<file path="src/rtl/host_cmd_parser_if.sv">
// Register-bus and UART handshake bundle for host_cmd_parser.
// master = parser side, slave = UART/bus environment side.
interface host_cmd_parser_if #(
    parameter int ADDR_WIDTH = 16
) ();
    logic [7:0]            iRX_DATA;
    logic                  iRX_VALID;
    logic [7:0]            oTX_DATA;
    logic                  oTX_VALID;
    logic                  iTX_READY;
    logic [ADDR_WIDTH-1:0] oADDR;
    logic                  oWE;
    logic                  oRE;
    logic [7:0]            oDATA;
    logic                  iRD_EN;
    logic [7:0]            iRD;
    logic                  oERR;

    modport master (
        input  iRX_DATA, iRX_VALID, iTX_READY, iRD_EN, iRD,
        output oTX_DATA, oTX_VALID, oADDR, oWE, oRE, oDATA, oERR
    );

    modport slave (
        output iRX_DATA, iRX_VALID, iTX_READY, iRD_EN, iRD,
        input  oTX_DATA, oTX_VALID, oADDR, oWE, oRE, oDATA, oERR
    );
endinterface

</file>
<file path="src/rtl/host_cmd_parser.sv">
// Decodes 'W' hi lo data / 'R' hi lo byte frames into register bus strobes.
// Define HOST_CMD_WR_ACK_EN to transmit 'K' (0x4B) after every completed write.
module host_cmd_parser #(
    parameter int ADDR_WIDTH = 16,
    parameter int RD_TIMEOUT = 255
) (
    input  logic              CLK,
    input  logic              RST_N,
    host_cmd_parser_if.master bus
);
    typedef enum logic [2:0] {
        IDLE, ADDR_H, ADDR_L, DATA, WR_STB, RD_STB, RD_WAIT, TX
    } state_t;

    localparam logic [7:0]  CMD_WR       = 8'h57;
    localparam logic [7:0]  CMD_RD       = 8'h52;
    localparam logic [7:0]  TIMEOUT_BYTE = 8'hFF;
    localparam logic [15:0] CNT_LAST     = 16'(RD_TIMEOUT - 1);
    localparam logic [15:0] CNT_MAX      = 16'hFFFF;
`ifdef HOST_CMD_WR_ACK_EN
    localparam logic [7:0]  ACK_BYTE     = 8'h4B;
`endif

    state_t                state_r, state_next_s;
    logic                  wr_flag_r, wr_flag_next_s;
    logic [7:0]            addr_hi_r, addr_hi_next_s;
    logic [7:0]            addr_lo_r, addr_lo_next_s;
    logic [ADDR_WIDTH-1:0] addr_r, addr_next_s;
    logic [7:0]            data_r, data_next_s;
    logic                  we_r, we_next_s;
    logic                  re_r, re_next_s;
    logic                  err_r, err_next_s;
    logic                  tx_valid_r, tx_valid_next_s;
    logic [7:0]            tx_data_r, tx_data_next_s;
    logic [15:0]           cnt_r, cnt_next_s;
    logic [15:0]           frame_addr_s;
    logic                  busy_s;
    logic                  drop_s;

    // Any byte arriving while a command is executing is discarded and flagged.
    assign busy_s = (state_r == WR_STB) || (state_r == RD_STB) ||
                    (state_r == RD_WAIT) || (state_r == TX);
    assign drop_s = busy_s && bus.iRX_VALID;

    // Next-state and next-output decode.
    always_comb begin
        state_next_s    = state_r;
        wr_flag_next_s  = wr_flag_r;
        addr_hi_next_s  = addr_hi_r;
        addr_lo_next_s  = addr_lo_r;
        addr_next_s     = addr_r;
        data_next_s     = data_r;
        we_next_s       = 1'b0;
        re_next_s       = 1'b0;
        err_next_s      = drop_s;
        tx_valid_next_s = tx_valid_r;
        tx_data_next_s  = tx_data_r;
        cnt_next_s      = cnt_r;
        frame_addr_s    = {addr_hi_r, addr_lo_r};

        case (state_r)
            IDLE: begin
                if (bus.iRX_VALID && (bus.iRX_DATA == CMD_WR)) begin
                    wr_flag_next_s = 1'b1;
                    state_next_s   = ADDR_H;
                end else if (bus.iRX_VALID && (bus.iRX_DATA == CMD_RD)) begin
                    wr_flag_next_s = 1'b0;
                    state_next_s   = ADDR_H;
                end else if (bus.iRX_VALID) begin
                    err_next_s = 1'b1;
                end else begin
                    state_next_s = IDLE;
                end
            end
            ADDR_H: begin
                if (bus.iRX_VALID) begin
                    addr_hi_next_s = bus.iRX_DATA;
                    state_next_s   = ADDR_L;
                end else begin
                    state_next_s = ADDR_H;
                end
            end
            ADDR_L: begin
                frame_addr_s = {addr_hi_r, bus.iRX_DATA};
                if (bus.iRX_VALID && wr_flag_r) begin
                    addr_lo_next_s = bus.iRX_DATA;
                    state_next_s   = DATA;
                end else if (bus.iRX_VALID) begin
                    // Read strobe is registered here so oRE lands one cycle after addr_lo.
                    addr_lo_next_s = bus.iRX_DATA;
                    addr_next_s    = frame_addr_s[ADDR_WIDTH-1:0];
                    re_next_s      = 1'b1;
                    state_next_s   = RD_STB;
                end else begin
                    state_next_s = ADDR_L;
                end
            end
            DATA: begin
                if (bus.iRX_VALID) begin
                    addr_next_s  = frame_addr_s[ADDR_WIDTH-1:0];
                    data_next_s  = bus.iRX_DATA;
                    we_next_s    = 1'b1;
                    state_next_s = WR_STB;
                end else begin
                    state_next_s = DATA;
                end
            end
            WR_STB: begin
`ifdef HOST_CMD_WR_ACK_EN
                tx_data_next_s  = ACK_BYTE;
                tx_valid_next_s = 1'b1;
                state_next_s    = TX;
`else
                state_next_s    = IDLE;
`endif
            end
            RD_STB: begin
                cnt_next_s   = 16'h0000;
                state_next_s = RD_WAIT;
            end
            RD_WAIT: begin
                if (bus.iRD_EN) begin
                    tx_data_next_s  = bus.iRD;
                    tx_valid_next_s = 1'b1;
                    state_next_s    = TX;
                end else if (cnt_r == CNT_LAST) begin
                    tx_data_next_s  = TIMEOUT_BYTE;
                    tx_valid_next_s = 1'b1;
                    err_next_s      = 1'b1;
                    state_next_s    = TX;
                end else if (cnt_r != CNT_MAX) begin
                    cnt_next_s = cnt_r + 16'h0001;
                end else begin
                    cnt_next_s = CNT_MAX;
                end
            end
            TX: begin
                if (tx_valid_r && bus.iTX_READY) begin
                    tx_valid_next_s = 1'b0;
                    state_next_s    = IDLE;
                end else begin
                    state_next_s = TX;
                end
            end
            default: begin
                state_next_s = IDLE;
            end
        endcase
    end

    // State and registered-output update.
    always_ff @(posedge CLK or negedge RST_N) begin
        if (!RST_N) begin
            state_r    <= IDLE;
            wr_flag_r  <= 1'b0;
            addr_hi_r  <= 8'h00;
            addr_lo_r  <= 8'h00;
            addr_r     <= '0;
            data_r     <= 8'h00;
            we_r       <= 1'b0;
            re_r       <= 1'b0;
            err_r      <= 1'b0;
            tx_valid_r <= 1'b0;
            tx_data_r  <= 8'h00;
            cnt_r      <= 16'h0000;
        end else begin
            state_r    <= state_next_s;
            wr_flag_r  <= wr_flag_next_s;
            addr_hi_r  <= addr_hi_next_s;
            addr_lo_r  <= addr_lo_next_s;
            addr_r     <= addr_next_s;
            data_r     <= data_next_s;
            we_r       <= we_next_s;
            re_r       <= re_next_s;
            err_r      <= err_next_s;
            tx_valid_r <= tx_valid_next_s;
            tx_data_r  <= tx_data_next_s;
            cnt_r      <= cnt_next_s;
        end
    end

    assign bus.oADDR     = addr_r;
    assign bus.oDATA     = data_r;
    assign bus.oWE       = we_r;
    assign bus.oRE       = re_r;
    assign bus.oERR      = err_r;
    assign bus.oTX_VALID = tx_valid_r;
    assign bus.oTX_DATA  = tx_data_r;
endmodule

</file>
<file path="src/flat_wrapper.sv">
// flat-port wrapper written by rule: the top's interface ports become plain ports
module host_cmd_parser_flat 
#(
    parameter int ADDR_WIDTH = 16,
    parameter int RD_TIMEOUT = 255
)
  (CLK, RST_N, bus_iRX_DATA, bus_iRX_VALID, bus_iTX_READY, bus_iRD_EN, bus_iRD, bus_oTX_DATA, bus_oTX_VALID, bus_oADDR, bus_oWE, bus_oRE, bus_oDATA, bus_oERR);
  host_cmd_parser_if #(.ADDR_WIDTH(ADDR_WIDTH)) bus_i ();
  input  logic CLK;
  input  logic RST_N;
  input wire logic [$bits(bus_i.iRX_DATA)-1:0] bus_iRX_DATA;
  input wire logic [$bits(bus_i.iRX_VALID)-1:0] bus_iRX_VALID;
  input wire logic [$bits(bus_i.iTX_READY)-1:0] bus_iTX_READY;
  input wire logic [$bits(bus_i.iRD_EN)-1:0] bus_iRD_EN;
  input wire logic [$bits(bus_i.iRD)-1:0] bus_iRD;
  output wire logic [$bits(bus_i.oTX_DATA)-1:0] bus_oTX_DATA;
  output wire logic [$bits(bus_i.oTX_VALID)-1:0] bus_oTX_VALID;
  output wire logic [$bits(bus_i.oADDR)-1:0] bus_oADDR;
  output wire logic [$bits(bus_i.oWE)-1:0] bus_oWE;
  output wire logic [$bits(bus_i.oRE)-1:0] bus_oRE;
  output wire logic [$bits(bus_i.oDATA)-1:0] bus_oDATA;
  output wire logic [$bits(bus_i.oERR)-1:0] bus_oERR;
  assign bus_i.iRX_DATA = bus_iRX_DATA;
  assign bus_i.iRX_VALID = bus_iRX_VALID;
  assign bus_i.iTX_READY = bus_iTX_READY;
  assign bus_i.iRD_EN = bus_iRD_EN;
  assign bus_i.iRD = bus_iRD;
  assign bus_oTX_DATA = bus_i.oTX_DATA;
  assign bus_oTX_VALID = bus_i.oTX_VALID;
  assign bus_oADDR = bus_i.oADDR;
  assign bus_oWE = bus_i.oWE;
  assign bus_oRE = bus_i.oRE;
  assign bus_oDATA = bus_i.oDATA;
  assign bus_oERR = bus_i.oERR;
  host_cmd_parser #(.ADDR_WIDTH(ADDR_WIDTH), .RD_TIMEOUT(RD_TIMEOUT)) u_core (.CLK(CLK), .RST_N(RST_N), .bus(bus_i));
endmodule
</file>
<file path="config.mk">
export PLATFORM = sky130hd
export DESIGN_NAME = host_cmd_parser_flat
export DESIGN_NICKNAME = d
export VERILOG_FILES = /design/src/rtl/host_cmd_parser_if.sv /design/src/rtl/host_cmd_parser.sv /design/src/flat_wrapper.sv
export SDC_FILE = /design/constraint.sdc
export NUM_CORES = 1
export LEC_CHECK = 0
export ABC_AREA = 0
export ABC_CLOCK_PERIOD_IN_PS = 2000
export CORE_UTILIZATION = 55
export CTS_CLUSTER_DIAMETER = 150
export DETAILED_ROUTE_END_ITERATION = 16
export DONT_BUFFER_PORTS = 1
export PLACE_DENSITY = 0.72
export SLEW_MARGIN = 20
export SYNTH_ARGS = -nofsm -noshare
export SYNTH_HDL_FRONTEND = slang
export SYNTH_SLANG_ARGS = --single-unit
</file>
<file path="constraint.sdc">
create_clock -name CLK -period 2 [get_ports CLK]
set_input_delay 0.4 -clock CLK [delete_from_list [all_inputs] [get_ports CLK]]
set_output_delay 0.4 -clock CLK [all_outputs]
set_load 0.005 [all_outputs]
</file>
; ---- Word level (Yosys, flattened, before mapping)
; Cells that the tools add are included.
[op_classes]
add_sub_neg = 1
eq_ne = 19
mux = 39
reduce_logical = 24
[ops]
columns = cell, count
row1 = $mux 16, 6
row2 = $pmux 16 s2, 2
row3 = $mux 8, 4
row4 = $mux 3, 9
row5 = $pmux 3 s8, 1
row6 = $add 16x1->16 const B, 1
row7 = $eq 16x8->1 const B, 1
row8 = $eq 8x7->1 const B, 2
row9 = $ne 16x16->1 const B, 1
row10 = $mux 1, 14
row11 = $eq 3x3->1 const B, 4
row12 = $ne 2x2->1 const B, 6
row13 = $reduce_and 2->1, 6
row14 = $reduce_bool 2->1, 6
row15 = $eq 3x2->1 const B, 2
row16 = $reduce_and 3->1, 2
row17 = $logic_and 1x1->1, 5
row18 = $ne 4x2->1 const B, 1
row19 = $pmux 1 s2, 2
row20 = $reduce_and 4->1, 1
row21 = $eq 3x1->1 const B, 1
row22 = $logic_not 3->1, 1
row23 = $logic_or 1x1->1, 3
row24 = $ne 3x3->1 const B, 1
row25 = $mux 2, 1
[totals]
reg_bits = 72
inputBits = 21
out_inout_bits = 36
word_cells = 95

; ---- Longest topological paths before layout
; Gate-level depths: netlist of run 1.
[depth]
ltp_word = 9
ltp_mapped = 8
depth_no_buf = 6

; ---- Worst setup path before layout of run 1
; OpenSTA, ideal clock, no wires.
[synth_path]
path_kind = flip-flop to flip-flop
from = register u_core.cnt_r[0]
to = register u_core.tx_data_r[0] (netlist: u_core.bus.oTX_DATA[0])
setup_time_ns = 0.121
t_arrival_ns = 1.634
required_ns = 1.879
path_slack_ns = 0.244
path_stages_with_launch = 9
n_path_buf = 2
period_less_slack_ns = 1.756
cell_sequence = dfrtp_1 > inv_1 > ha_1 > and4_4 > and4_1 > buf_4 > o21a_1 > buf_4 > o22a_1
[synth_between]
elab_chain_len = 3
[synth_lines]
columns = item, line_no
row1 = from (decl), host_cmd_parser.sv:35  ; logic [15:0] cnt_r, cnt_next_s;
row2 = from (signal assigned), host_cmd_parser.sv:178  ; cnt_r <= cnt_next_s;
row3 = $eq 16x8->1, host_cmd_parser.sv:126  ; end else if (cnt_r == CNT_LAST) begin
row4 = $reduce_bool 2->1 (no line), -
row5 = $reduce_and 2->1 (no line), -
row6 = to (signal assigned), host_cmd_parser.sv:177  ; tx_data_r <= tx_data_next_s;
row7 = to (decl), host_cmd_parser.sv:34  ; logic [7:0] tx_data_r, tx_data_next_s;
; Every way passes these cells.
; A chain may end at the register's enable or synchronous reset.

; ---- Worst setup path after layout of run 1
[layout_path]
from = register u_core.cnt_r[0]
to = register u_core.cnt_r[11]
[layout_between]
elab_chain_len = 5
word_cells_on_any_way = 9
classes_between = 1 x add/sub / 3 x eq/ne / 4 x mux / 1 x reduce/logical
[layout_lines]
columns = item, line_no
row1 = $add 16x1->16 / $ne 16x16->1 (equally long branches), "host_cmd_parser.sv:132, host_cmd_parser.sv:131"
row2 = $mux 16, host_cmd_parser.sv:131  ; end else if (cnt_r != CNT_MAX) begin
row3 = $mux 16, host_cmd_parser.sv:126
row4 = $mux 16, host_cmd_parser.sv:122  ; if (bus.iRD_EN) begin
row5 = $pmux 16 s2, host_cmd_parser.sv:61  ; case (state_r)
; Several ways; a longest one is shown, not always the timed one. The select of a mux whose other input is x is not followed.

==> results.toml, run 1 <==
[setup_path]
r2r-end = "u_core.cnt_r[11]"
startpoint_type = "flop"
crit_arrival_ps = 2080
crit_path_cell_trace = "inv_1 -> ha_1 -> and4_4 -> and4_1 -> a2111oi_1 -> a211oi_1"
path_class = "flop to flop"
endpoint_kind = "flop"
cp_slowest_cell = "dfrtp_1"
cp.required_ps = 2200
rrSetupSlack_ps = 120
cp_max_fo = 7
r2r-start = "u_core.cnt_r[0]"
slowest_delay_ps = 440
reg2reg_depth = 6

[clock_tree]
clk_latency_ps = 340
clockBufferDepth = 2
htree_num_levels = 3
cts_tree = "done"
cts.sinks = 72
cts_made_buffers = 9
cts_setup_buffers = 0
clockRootBuffer = "clkbuf_8"
clk_pin_slew_worst_paths_ps = 70

[pwr]
power_density_nw_per_um2 = 1290
power_leakage_nw = 1.63
irDropWorstVdd_v = 0.000702
p_total_mw = 4.69

[run_status]
violations = "hold timing"
run_status = "complete, but fails checks"

[yosys]
synth_most_common_cell = "dfrtp_1"
synth_seq_cells = 72
seq_area_frac_synth_pct = 53.7
yosys.area.top_type = "dfrtp_1"
synth_area_per_cell_um2 = 11.4
synthDistinctLibCells = 60
yosys.area.top_type_share_pct = 53.7
synth.cell_area_um2 = 3350
ys_warn_count = 0
synth-edff-count = 0
syn_nets = 317
synthCells = 294
synthArstFlopShare_pct = 100
synth_commonest_cells = "72 x dfrtp_1, 34 x nand2_1, 19 x mux2_2"
synth_area_leaders = "dfrtp_1 54%, mux2_2 6.4%, nand2_1 3.8%"
synthFlopType = "dfrtp_1"

[die]
die_area_um2 = 6410
die_w_um = 80.1
core_area_um2 = 5890
die_h_um = 80.1
ios = 57
initial_core_util_pct = 57.0
rows = 28

[global_routing]
antenna_found_initial = 0
grt_max_degree = 73
grt_pass1_vias = 2373
track_usage_pct = 24.5
grt_pass1_wl_um = 11800
grt_overflow = 0

[timing]
rsz0062_at_grt = "false"
finalCriticalPeriod_ps = 1880
slew_headroom_pct = 67.6
fin_crit_sh_pct = 93.8
finalHoldViolCount = 72
finalSetupViolations = 0
worstMarginPinSlew_ps = 486
fmax_mhz = 533
fin_setup_tns_ps = 0
fin_skew_ps = 8.30
slew_viol_final = 0
timing.final.ws_setup_ps = 124
hold_ws_ps = -254

[cells_and_area]
area_growth_pct = 8.06
layout-drive-gt1-share_pct = 18.2
nets = 325
diodes = 0

[placement]
port_buffers = 0
dp_hpwl_um = 4780
dp_slack_ps = 118
gp_congestion = 0.870

[route]
via_per_inst = 6.18
drt_iter0_markers = 195
drc_errors = 0
drt-total-wl_um = 7030
vias = 2361
first_pass_iters = 4
ant_nets = 0
wl_per_cell_um = 18.4

[flow_run]
drv_cap = 0

[min_path]
hp-class = "primary input to async pin"
## worst max-delay path by stage
stage	startpoint	to	slack, ps
2_1_floorplan	u_core.cnt_r[0]	u_core.bus.oTX_DATA[0]	240
3_3_place_gp	u_core.cnt_r[0]	u_core.cnt_r[0]	170
3_5_place_dp	u_core.cnt_r[0]	u_core.cnt_r[2]	120
4_1_cts	u_core.cnt_r[0]	u_core.cnt_r[2]	110
5_1_grt	u_core.cnt_r[0]	u_core.cnt_r[2]	30
6_report	u_core.cnt_r[0]	u_core.cnt_r[11]	120
## through the flow
step | instances | util [%] | area (µm²)
after detailed placement | 366 | 58.7 | 3450
after global routing | 382 | 61.6 | 3620
after CTS | 382 | 61.5 | 3620
after floorplan | 294 | - | 3350
after global placement | 366 | 58.7 | 3450
final | 382 | 61.6 | 3620
## sequential cells by signal, summed over array words and instances, names as in the netlist, 3 cells and up
signal	flops
u_core.addr_hi_r	8
u_core.bus.oADDR	16
u_core.cnt_r	16
u_core.bus.oTX_DATA	8
u_core.bus.oDATA	8
u_core.addr_lo_r	8
u_core.state_r	3
## placed cells by master (no fill, tap or decap), types with 2 or more instances in the layout
cell / instances
a31oi_1: 8
a211oi_1: 5
mux2i_1: 8
nand3_1: 6
clkbuf_1: 3
nor3_1: 4
dfrtp_1: 72
nand4bb_1: 2
nand4b_1: 2
o22a_1: 8
inv_1: 7
ha_1: 2
clkbuf_8: 10
a311oi_1: 4
a41o_1: 2
buf_4: 10
nand4_1: 6
and4_1: 2
nor4_4: 2
a41oi_1: 2
a21oi_1: 12
nor2_1: 13
a22oi_1: 2
clkinv_2: 2
o21ai_0: 13
and2_1: 3
nand2_1: 34
mux2_1: 3
and3_1: 8
mux2_2: 19
o21a_1: 2
## final cells by class
type	instances	area [µm²]
Fill cell	500	2260
Sequential cell	72	1800
Multi-Input combinational cell	201	1460
Clock buffer	13	149
Tap cell	75	93.8
Timing Repair Buffer	10	75.1
Inverter	8	30.0
Clock inverter	3	17.5
## repair_timing
action | CTS | global route
endpoints found under the setup margin | 0 | 7
resized for setup | 0 | 2
endpoints found under the hold margin | 72 | 72
## report_power, final
group	internal [mW]	switching [mW]
combinational	0.650	0.537
clock	0.482	0.522
sequential	2.03	0.470
## metal layers
metal	wire length, µm	GRT usage, %	share of wire (%)	vias to the layer above
li1	-	-	-	1115
met1	3040	30.7	43	1166
met2	3510	40.7	50	71
met3	377	6.36	5.4	9
met4	95	9.11	1.4	0
met5	0	0	0	-
## cell families (layout without fill, tap and decap cells)
logic type | after synthesis | in the layout | share of synthesized area, %
and+or+nand+nor | 96 | 96 | 17.1
buffers and inverters | 21 | 34 | 2.91
xor gates and xnor gates | 1 | 1 | 0.261
AOI/OAI and AO/OA | 72 | 72 | 15.4
muxes | 30 | 30 | 9.78
adders and majority gates | 2 | 2 | 0.746
DFF | 72 | 72 | 53.7
## critical path, delay by kind of cell, from the launching register on
kind	cells	cell delay (ps)
fa+ha+maj	1	190
compound gates	2	560
flops	1	440
buf+inv	1	70
simple gates	2	480
No activity file was read; power rests on OpenSTA's default activity.
==> inputs of run 2 (changes only) <==
--- a/config.mk
+++ b/config.mk
@@ -7,11 +7,11 @@
 export LEC_CHECK = 0
 export ABC_AREA = 0
 export ABC_CLOCK_PERIOD_IN_PS = 2000
-export CORE_UTILIZATION = 55
+export CORE_UTILIZATION = 63
 export CTS_CLUSTER_DIAMETER = 150
 export DETAILED_ROUTE_END_ITERATION = 16
 export DONT_BUFFER_PORTS = 1
-export PLACE_DENSITY = 0.72
+export PLACE_DENSITY = 0.81
 export SLEW_MARGIN = 20
 export SYNTH_ARGS = -nofsm -noshare
 export SYNTH_HDL_FRONTEND = slang
==> run 2 against run 1 <==
The flow still finishes with violations (hold timing). Via count up 3.2%. Critical endpoint unchanged. Cell count fell by 0.52%. Clock power about the same. Critical path depth unchanged. Largest power group unchanged. Worst setup slack improved by 13 ps. Sequential power about the same. Sequential share of layout area fell by 0.43 points. Combinational power up 5%. Maximum frequency increased by 0.69%.
==> results.toml, run 2 (same netlist as run 1, synthesis figures left out) <==
[cells_and_area]
final_cell_mix = "72 x dfrtp_1, 34 x nand2_1, 19 x mux2_2, 13 x nor2_1, 13 x o21ai_0"
layout-drive-gt1-share_pct = 19.4
diodes = 0
nets = 328
final_util_pct = 71.6
layout_commonest_cell = "dfrtp_1"
area_growth_pct = 8.99

[setup_path]
crit_start = "u_core.cnt_r[0]"
startpoint_type = "flop"
slowest_delay_ps = 450
path_class = "flop to flop"
cp_max_fo = 7
worst-path-buf-inv = 1
crit_arrival_ps = 2080
crit_family = "compound AO/OA/AOI/OAI gates"
r2r-start = "u_core.cnt_r[0]"
endpoint_kind = "flop"
cp.required_ps = 2220
cp_slowest_cell = "dfrtp_1"
crit_path_cell_trace = "inv_1 -> ha_1 -> and4_4 -> and4_1 -> a2111oi_1 -> a211oi_1"

[run_status]
run_status = "complete, but fails checks"
violations = "hold timing"

[clock_tree]
cts_made_buffers = 9
clk_latency_ps = 340
cts_tree = "done"
clk_pin_slew_worst_paths_ps = 80
cts.sinks = 72
clockBufferDepth = 2
clockRootBuffer = "clkbuf_8"
htree_num_levels = 3

[timing]
rsz0062_at_grt = "false"
finalSetupViolations = 0
fin_setup_tns_ps = 0
fin_skew_ps = 11.0
slew_viol_final = 0
fmax_mhz = 537
slew_headroom_pct = 65.8
finalCriticalPeriod_ps = 1860
hold_ws_ps = -263
worstMarginPinSlew_ps = 514
finalHoldViolCount = 72
fin_crit_sh_pct = 93.1

[flow_run]
drv_cap = 0

[route]
via_per_inst = 6.41
vias = 2437
drt_iter0_markers = 171
wl_per_cell_um = 18.4
first_pass_iters = 4
drc_errors = 0
ant_nets = 0
drt-total-wl_um = 6990

[global_routing]
grt_pass1_wl_um = 11400
track_usage_pct = 27.9
grt_max_degree = 73
grt_pass1_vias = 2363
grt_overflow = 0
antenna_found_initial = 0

[placement]
port_buffers = 0
dp_hpwl_um = 4800
gp_congestion = 0.934

[die]
die_area_um2 = 5620
die_h_um = 75.0
ios = 57
core_area_um2 = 5110
die_w_um = 75.0
initial_core_util_pct = 65.7
rows = 26

[pwr]
irDropWorstVdd_v = 0.000923
p_comb_share_pct = 26.4
internal_power_mw = 3.16
power_leakage_nw = 1.65
p_sw_share_pct = 33.4
power.switching_mw = 1.59
clkPwrFrac_pct = 21.1
p_seq_share_pct = 52.5
power_density_nw_per_um2 = 1300

[min_path]
hp-class = "primary input to async pin"
run 2: cell count changes in the layout (fill, tap and decap cells not counted), sizes merged:
cell,change
buf,+3
clkbuf,-3
clkinvlp,+1
inv,+2
run 2: layout make-up:
cell class	instances	area, µm²
timing repair buffer	13	110
inverter	8	30.0
clock buffer	10	128
fill	374	1450
clock inverter	6	42.5
multi-input combinational	201	1460
tap	70	87.6
sequential	72	1800
run 2: worst paths after layout:
check / end / slack (ps) / cells after the start
setup / recovery: u_core.cnt_r[11] / 140 / 6
hold / removal: u_core.bus.oADDR[4] / -260 / 0
setup reg to reg: u_core.cnt_r[11] / 140 / 6
hold reg to reg: u_core.addr_lo_r[0] / 500 / 2
max in group asynchronous: u_core.cnt_r[10] / 2120 / 0
min in group CLK: u_core.bus.oDATA[1] / 160 / 2
run 2: repair_timing:
item / 4_1_cts / 5_1_grt
setup buffers: 0 / 3
hold endpoints to repair: 72 / 72
setup endpoints to repair: 0 / 10
gates resized for setup: 0 / 1
run 2: metrics by stage:
step                hold slack, ps  instances  setup WS [ps]  instance area, µm²  power, mW
finish                        -263        380            137                3650       4.74
global route                  -284        380           9.10                3650       5.07
CTS                           -270        377           89.2                3630       4.76
detailed placement             105        361            113                3460       3.76
global placement               106        361            177                3460       3.66
floorplan                      104        294            244                3350       3.40
run 2: power by group through the flow:
stage	Sequential, mW	Combinational, mW	Clock [mW]
floorplan	2.38	1.02	0
global placement	2.48	1.18	0
detailed placement	2.51	1.25	0
CTS	2.49	1.25	1.02
global route	2.59	1.40	1.09
finish	2.49	1.25	1.00
run 2: layer usage:
layer	share of wire, %	up-vias	track usage, %	wire length [µm]
met2	48	86	38.2	3350
met3	5.8	13	8.03	407
met5	0	-	0	0
li1	-	1127	-	-
met1	45	1211	40.7	3110
met4	1.7	0	13.4	120
